[src/rtl/conv_complex_loader.sv]
// conv_complex_loader: collects a serial stream of complex samples into a
// persistent 3-tap kernel and NUM_ELEMS-sample signal frames for conv_complex.
// It starts conv_complex with en and holds en until done, then emits a one-cycle
// frame_done and records any overflow in a sticky flag.
module conv_complex_loader #(
  parameter int QI        = 4,
  parameter int QF        = 4,
  parameter int NUM_ELEMS = 3
) (
  input  logic                          clk,
  input  logic                          rst,
  input  logic                          in_valid,
  output logic                          in_ready,
  input  logic                          in_sel,
  input  logic [QI+QF-1:0]              in_re,
  input  logic [QI+QF-1:0]              in_im,
  input  logic                          flush,
  output logic [2*3*(QI+QF)-1:0]        kernel,
  output logic [2*(QI+QF)*NUM_ELEMS-1:0] signal,
  output logic                          en,
  input  logic                          conv_done,
  input  logic                          conv_overflow,
  output logic                          frame_done,
  output logic                          ovf_sticky,
  output logic                          kernel_loaded
);

  localparam int W  = QI + QF;
  localparam int SW = 2 * W;                    // one packed complex sample
  localparam int CW = $clog2(NUM_ELEMS + 1);    // sig_cnt must reach NUM_ELEMS

  typedef enum logic [1:0] {
    FILL  = 2'd0,
    RUN   = 2'd1,
    DRAIN = 2'd2
  } state_t;

  state_t          state_reg;
  logic [CW-1:0]   sig_cnt_reg;
  logic [1:0]      tap_cnt_reg;
  logic            en_reg;
  logic            frame_done_reg;
  logic            ovf_sticky_reg;
  logic            kernel_loaded_reg;

  logic            frame_full;
  logic            xfer;
  logic            sig_wr;
  logic            kern_wr;
  logic [SW-1:0]   sample;

  // A full frame only blocks signal samples; kernel taps keep flowing while filling.
  assign frame_full = (sig_cnt_reg == CW'(NUM_ELEMS));
  assign in_ready   = (state_reg == FILL) && (in_sel || !frame_full);
  assign xfer       = in_valid && in_ready;
  // A flush discards any signal sample arriving in the same cycle.
  assign sig_wr     = xfer && !in_sel && !flush;
  assign kern_wr    = xfer && in_sel;
  assign sample     = {in_re, in_im};

  assign en            = en_reg;
  assign frame_done    = frame_done_reg;
  assign ovf_sticky    = ovf_sticky_reg;
  assign kernel_loaded = kernel_loaded_reg;

  // Frame sequencing: fill counters, launch conv_complex, wait for done, drain.
  always_ff @(posedge clk or negedge rst) begin
    if (!rst) begin
      state_reg         <= FILL;
      sig_cnt_reg       <= '0;
      tap_cnt_reg       <= '0;
      en_reg            <= 1'b0;
      frame_done_reg    <= 1'b0;
      ovf_sticky_reg    <= 1'b0;
      kernel_loaded_reg <= 1'b0;
    end else begin
      case (state_reg)
        FILL: begin
          frame_done_reg <= 1'b0;
          if (kern_wr) begin
            tap_cnt_reg <= (tap_cnt_reg == 2'd2) ? 2'd0 : tap_cnt_reg + 2'd1;
            if (tap_cnt_reg == 2'd0) begin
              kernel_loaded_reg <= 1'b0;
            end else if (tap_cnt_reg == 2'd2) begin
              kernel_loaded_reg <= 1'b1;
            end
          end
          if (flush) begin
            sig_cnt_reg <= '0;
          end else if (sig_wr) begin
            sig_cnt_reg <= sig_cnt_reg + CW'(1);
          end else if (frame_full && kernel_loaded_reg) begin
            state_reg <= RUN;
            en_reg    <= 1'b1;
          end
        end
        RUN: begin
          if (conv_done) begin
            ovf_sticky_reg <= ovf_sticky_reg | conv_overflow;
            en_reg         <= 1'b0;
            frame_done_reg <= 1'b1;
            state_reg      <= DRAIN;
          end
        end
        DRAIN: begin
          frame_done_reg <= 1'b0;
          sig_cnt_reg    <= '0;
          state_reg      <= FILL;
        end
        default: begin
          en_reg         <= 1'b0;
          frame_done_reg <= 1'b0;
          state_reg      <= FILL;
        end
      endcase
    end
  end

  generate
    for (genvar gi = 0; gi < NUM_ELEMS; gi++) begin : g_sig
      logic [SW-1:0] slot_reg;

      // Signal slot gi captures the gi-th sample of the frame; first sample at the LSB.
      always_ff @(posedge clk or negedge rst) begin
        if (!rst) begin
          slot_reg <= '0;
        end else if (sig_wr && (sig_cnt_reg == CW'(gi))) begin
          slot_reg <= sample;
        end
      end

      assign signal[SW*gi +: SW] = slot_reg;
    end

    for (genvar gi = 0; gi < 3; gi++) begin : g_kern
      logic [SW-1:0] tap_reg;

      // Kernel tap gi persists across frames until the same tap is rewritten.
      always_ff @(posedge clk or negedge rst) begin
        if (!rst) begin
          tap_reg <= '0;
        end else if (kern_wr && (tap_cnt_reg == 2'(gi))) begin
          tap_reg <= sample;
        end
      end

      // First tap received sits at the MSB end of the kernel bus.
      assign kernel[SW*(2-gi) +: SW] = tap_reg;
    end
  endgenerate

endmodule

[config.mk]
export PLATFORM = sky130hd
export DESIGN_NAME = conv_complex_loader
export DESIGN_NICKNAME = d
export VERILOG_FILES = /design/src/rtl/conv_complex_loader.sv
export SDC_FILE = /design/constraint.sdc
export NUM_CORES = 1
export LEC_CHECK = 0
export ABC_AREA = 1
export CAP_MARGIN = 20
export CELL_PAD_IN_SITES_DETAIL_PLACEMENT = 1
export CELL_PAD_IN_SITES_GLOBAL_PLACEMENT = 2
export CORE_MARGIN = 2
export CORE_UTILIZATION = 29
export DETAILED_ROUTE_END_ITERATION = 10
export PLACE_DENSITY = 0.79
export SLEW_MARGIN = 30
export SYNTH_ARGS = -nofsm -noshare
export SYNTH_HDL_FRONTEND = slang
export SYNTH_SLANG_ARGS = --single-unit
export TNS_END_PERCENT = 20
[constraint.sdc]
create_clock -name clk -period 1.8 [get_ports clk]
set_input_delay 0.36 -clock clk [delete_from_list [all_inputs] [get_ports clk]]
set_output_delay 0.36 -clock clk [all_outputs]
set_load 0.01 [all_outputs]
* Word-level counts from Yosys, hierarchy flattened
Cells that the tools add are included. W data, S select, Z words.
Cells by class: $add $sub $neg 2, eq/ne operators 12, multiplexer cells 18, bitwise gates (word level) 2, reduce and logical (&&, ||, !) cells 27
Operator list (count):
- $mux W2 | 7
- $logic_and A1 B1 Y1 | 12
- $eq A2 B2 Y1 const B | 4
- $mux W1 | 8
- $pmux W2 S2 | 2
- $eq A2 B1 Y1 const B | 3
- $logic_not A2 Y1 | 3
- $ne A2 B2 Y1 const B | 3
- $reduce_and A2 Y1 | 3
- $reduce_and A5 Y1 | 1
- $add A2 B1 Y2 const B | 2
- $reduce_and A4 Y1 | 1
- $reduce_bool A2 Y1 | 2
- $logic_not A1 Y1 | 3
- $ne A3 B3 Y1 const B | 1
- $pmux W1 S3 | 1
- $reduce_and A3 Y1 | 1
- $ne A2 B1 Y1 const B | 1
- $logic_or A1 B1 Y1 | 1
- $not A1 Y1 | 1
- $or A1 B1 Y1 | 1
Storage, ports and cells: register bits after elaboration 106, input bits 23, word-level logic and storage cells 74

* Longest topological paths before layout
depth in word-level cells 10, depth in mapped cells 8

* Worst setup path after synthesis
No wires, ideal clock.
kind reg-to-reg, start point register sig_cnt_reg[0], end point register g_sig[0].slot_reg[12], setup time 0.126 ns, arrival 1.364 ns, required time 1.674 ns, slack 0.309 ns, stages on the path, launching flop included 9, buffers on the path 1, cell sequence dfrtp_1 ha_1 inv_1 nand4_4 nor2_4 nand2_2 buf_4 nand2_1 o21ai_0
Between the ends: word-level cells in the longest chain between the ends 8, elaborated cells on any way between the ends 9, those cells by class 1 x eq/ne; 8 x reduce/logical
Ends and longest elaborated chain:
- from (decl) | RTL line 39 | logic [CW-1:0] sig_cnt_reg;
- from (signal assigned) | RTL line 91 | sig_cnt_reg <= sig_cnt_reg + CW'(1);
- $eq A2 B2 Y1 | RTL line 53 | assign frame_full = (sig_cnt_reg == CW'(NUM_ELEMS));
- $logic_not A1 Y1 | RTL line 54 | assign in_ready = (state_reg == FILL) && (in_sel || !frame_full);
- $logic_or A1 B1 Y1 | RTL line 54
- $logic_and A1 B1 Y1 | RTL line 54
- $logic_and A1 B1 Y1 | RTL line 55 | assign xfer = in_valid && in_ready;
- $logic_and A1 B1 Y1 (2 in series) | RTL line 57 | assign sig_wr = xfer && !in_sel && !flush;
- $logic_and A1 B1 Y1 * | RTL line 127 | end else if (sig_wr && (sig_cnt_reg == CW'(gi))) begin
- to (signal assigned) | RTL line 128 | slot_reg <= sample;
- to (decl) | RTL line 121 | logic [SW-1:0] slot_reg;
Every way passes the cells marked *; elsewhere a longest branch is shown, timed or not. A chain may end at the register's enable or synchronous reset.

* Worst setup path in the final report
start point register sig_cnt_reg[0], end point output port in_ready
Between the ends: word-level cells in the longest chain between the ends 4
Ends and longest elaborated chain:
- $eq A2 B2 Y1 | RTL line 53
- $logic_not A1 Y1 | RTL line 54
- $logic_or A1 B1 Y1 | RTL line 54
- $logic_and A1 B1 Y1 | RTL line 54
- to (decl) | RTL line 13 | output logic in_ready,
No other way between the ends.

==> results.md <==
- Area grow syn2layout: 39.4%
- Ys flop type: dfrtp_1
- CP Launch Type: register
- Pre-CTS setup slack: -42.1 ps
- Cells after Synth: 448
- Final GP Congestion: ~0.77
- VDD IR max: around 0.6 mV
- Avg Inst Size Synth: just under 10 sq um
- Peak Freq: between 0.5 and 0.6 GHz
- Overall power: just over 9 mW
- Worst Setup Path Type: reg2out
- First-pass GRT wire length: between 20,000 and 25,000 microns
- CP startpoint: sig_cnt_reg[0]
- Clock transition at path regs: around 70 ps
- Relative slew slack: roughly three fifths
- Initial drt markers: between 150 and 200
- Layout cells sized above 1: a little under an eighth
- Overflow after GRT: 0
- WL final: 13,100 microns
- Chip width: approximately 130 microns
- Setup crit end: in_ready
- Leading area contributor after synthesis: dfrtp_1
- DR vias/cell: 4.76
- Ant. Diodes: 0
- Antenna Violating Nets Remaining: 0
- IO buf count: 123
- Top cells by area, synth: dfrtp_1, nand2_1, nand4_1
- GRT Util Overall: between 15 and 20%
- Syn. warnings: 0
- DIE AREA: 16,300 sq um
- Post-detail-place hpwl: between 9000 and 10,000 microns
- Register area share after synthesis: 59.9%
- Wire per inst: 17.1 microns
- Synthesized Nets: around 480
- Largest net degree at the start of global routing: 54
- Max Cap Viol: 0
- Row count: 45
- Final period util: a little over nine tenths
- DR vias: between 3,000 and 4,000
- Residual DRC count: 0
- Top-Level Pins: 124
- Yosys cell types: 25
- Clock Sinks: around 110
- # setup viols final: 0
- Root Buffer: clkbuf_16
- Hold Path Class: reg2reg
- Antenna violations before repair: 0
- Worst-path maximum fanout: 2
- Num CTS Buffers: 9
- #FFs+latches synth: around 110
- H-Tree Depth: 3
- Pre-Repair DR Iteration Count: 4
- Unrepaired setup endpoints after global routing: no
- Layout Nets: between 600 and 700
- Worst R2R Start: sig_cnt_reg[0]
- Most common cell in the synthesized netlist: nand2_1
- Worst R2R Path Depth: 8
- Core ar.: about 15,000 sq um
- Critical Path RT: between 1000 and 1500 ps
- Worst-Margin Slew: about 630 ps
- Reg2reg setup slack: 120 ps
- Setup_tns: 0 ps
- Netlist Area Pre-Place: 4430 sq um
- EDFF count, synth: 0
- Commonest cells in the netlist: nand2_1, dfrtp_1, nand4_1, o21ai_0, inv_1
- Power per cell area: around 1500 nW/um^2
- Worst setup EP type: output pin
- Leakage: about 2.9 nW
- Crit path time final: ~1700 ps
- Clk Latency, worst-skew pair: roughly 350 ps
- Arr. time, crit path: between 1000 and 1500 ps
- Ys async rst share: 100%
- Reg2reg end: g_kern[2].tap_reg[9]
- Vias in the first global route: between 3,000 and 4,000
- Synth top area share: 59.9%
- Outcome: finished, final reports clean
- Fin. Hold Viols: 0
- Initial Util: between 20% and 30%
- Setup WS post-layout: between 70 and 80 ps
- Max-slew violation count: 0
- Post-Route Skew: about 11 ps
- Die Height: between 100 and 150 microns
- Clk buf depth: 2
- CTS tree: yes
## power by group
part / internal, mW / switching [mW]
combinational: 1.92 / 1.63
clock: 0.963 / 0.857
sequential: 3.24 / 0.575
## cell type report
class / count / area (sq um)
fillers: 1717 / 8910
flip-flops and latches: 106 / 2650
multi-input cells: 287 / 1480
repair buffers: 142 / 1440
clock buffers: 12 / 246
well taps: 188 / 235
inverters: 28 / 105
clock inverters: 2 / 15.0
## critical path, cell delays in order (launching register included)
cell,delay (ps)
dfrtp_1,390
ha_2,200
inv_1,80
o21a_1,130
clkdlybuf4s15_1,240
## cells by family (layout without fill, tap and decap cells)
| family | count (synthesis) | count (layout) | share of synthesized area (%) |
|---|---|---|---|
| AND/OR/NAND/NOR | 228 | 228 | 24.2 |
| flip-flops | 106 | 106 | 59.9 |
| AO/OA/AOI/OAI | 55 | 55 | 7.96 |
| buffers and inverters | 55 | 184 | 6.83 |
| adder cells (fa/ha/maj) | 4 | 4 | 1.13 |
## cells in the final DEF, fill, tap and decap left out, types with 4 or more instances in the layout
master           count
nand2_1            159
clkdlybuf4s50_1    120
dfrtp_1            106
nand4_1             49
o21ai_0             29
inv_1               27
o21ai_2             17
buf_4               13
clkbuf_16            9
buf_12               6
o21ai_1              5
nand3_1              4
nor2_1               4
## stage by stage
step | cell area (sq um) | utilization (%) | hold slack, ps | instances
after global routing | 6180 | 40.9 | 499 | 765
final | 6180 | 40.9 | 476 | 765
after global placement | 5890 | 39.0 | 334 | 748
after floorplan | 4430 | - | 64.4 | 448
after CTS | 6170 | 40.9 | 478 | 765
after detailed placement | 5890 | 39.0 | 337 | 748
## metal layers
layer | wire (microns) | vias up | GRT usage, %
met4 | 142 | 0 | 5.69
met2 | 6080 | 92 | 25.8
met5 | 0 | - | 0
li1 | - | 1736 | -
met1 | 6270 | 1801 | 23.4
met3 | 586 | 9 | 2.26
## worst min path at each step
stage,start,end,slack (ps),cells past startpoint
global placement,rst,g_kern[2].tap_reg[1],330,1
finish,g_kern[2].tap_reg[5],g_kern[2].tap_reg[5],480,2
CTS,g_kern[2].tap_reg[3],g_kern[2].tap_reg[3],480,2
floorplan,rst,en,60,0
global route,g_kern[1].tap_reg[12],g_kern[1].tap_reg[12],500,2
detailed placement,rst,g_kern[2].tap_reg[1],340,1
## repair_timing
| item | 4_1_cts | 5_1_grt |
|---|---|---|
| setup endpoints to repair | 1 | 1 |
| endpoints found under the hold margin | 29 | 0 |
| buffers inserted | 2 | 0 |
| pin swaps | 1 | 1 |
| hold buffers | 1 | 0 |
| resized for setup | 2 | 1 |
Note: power is estimated with default switching activity, not from simulation.
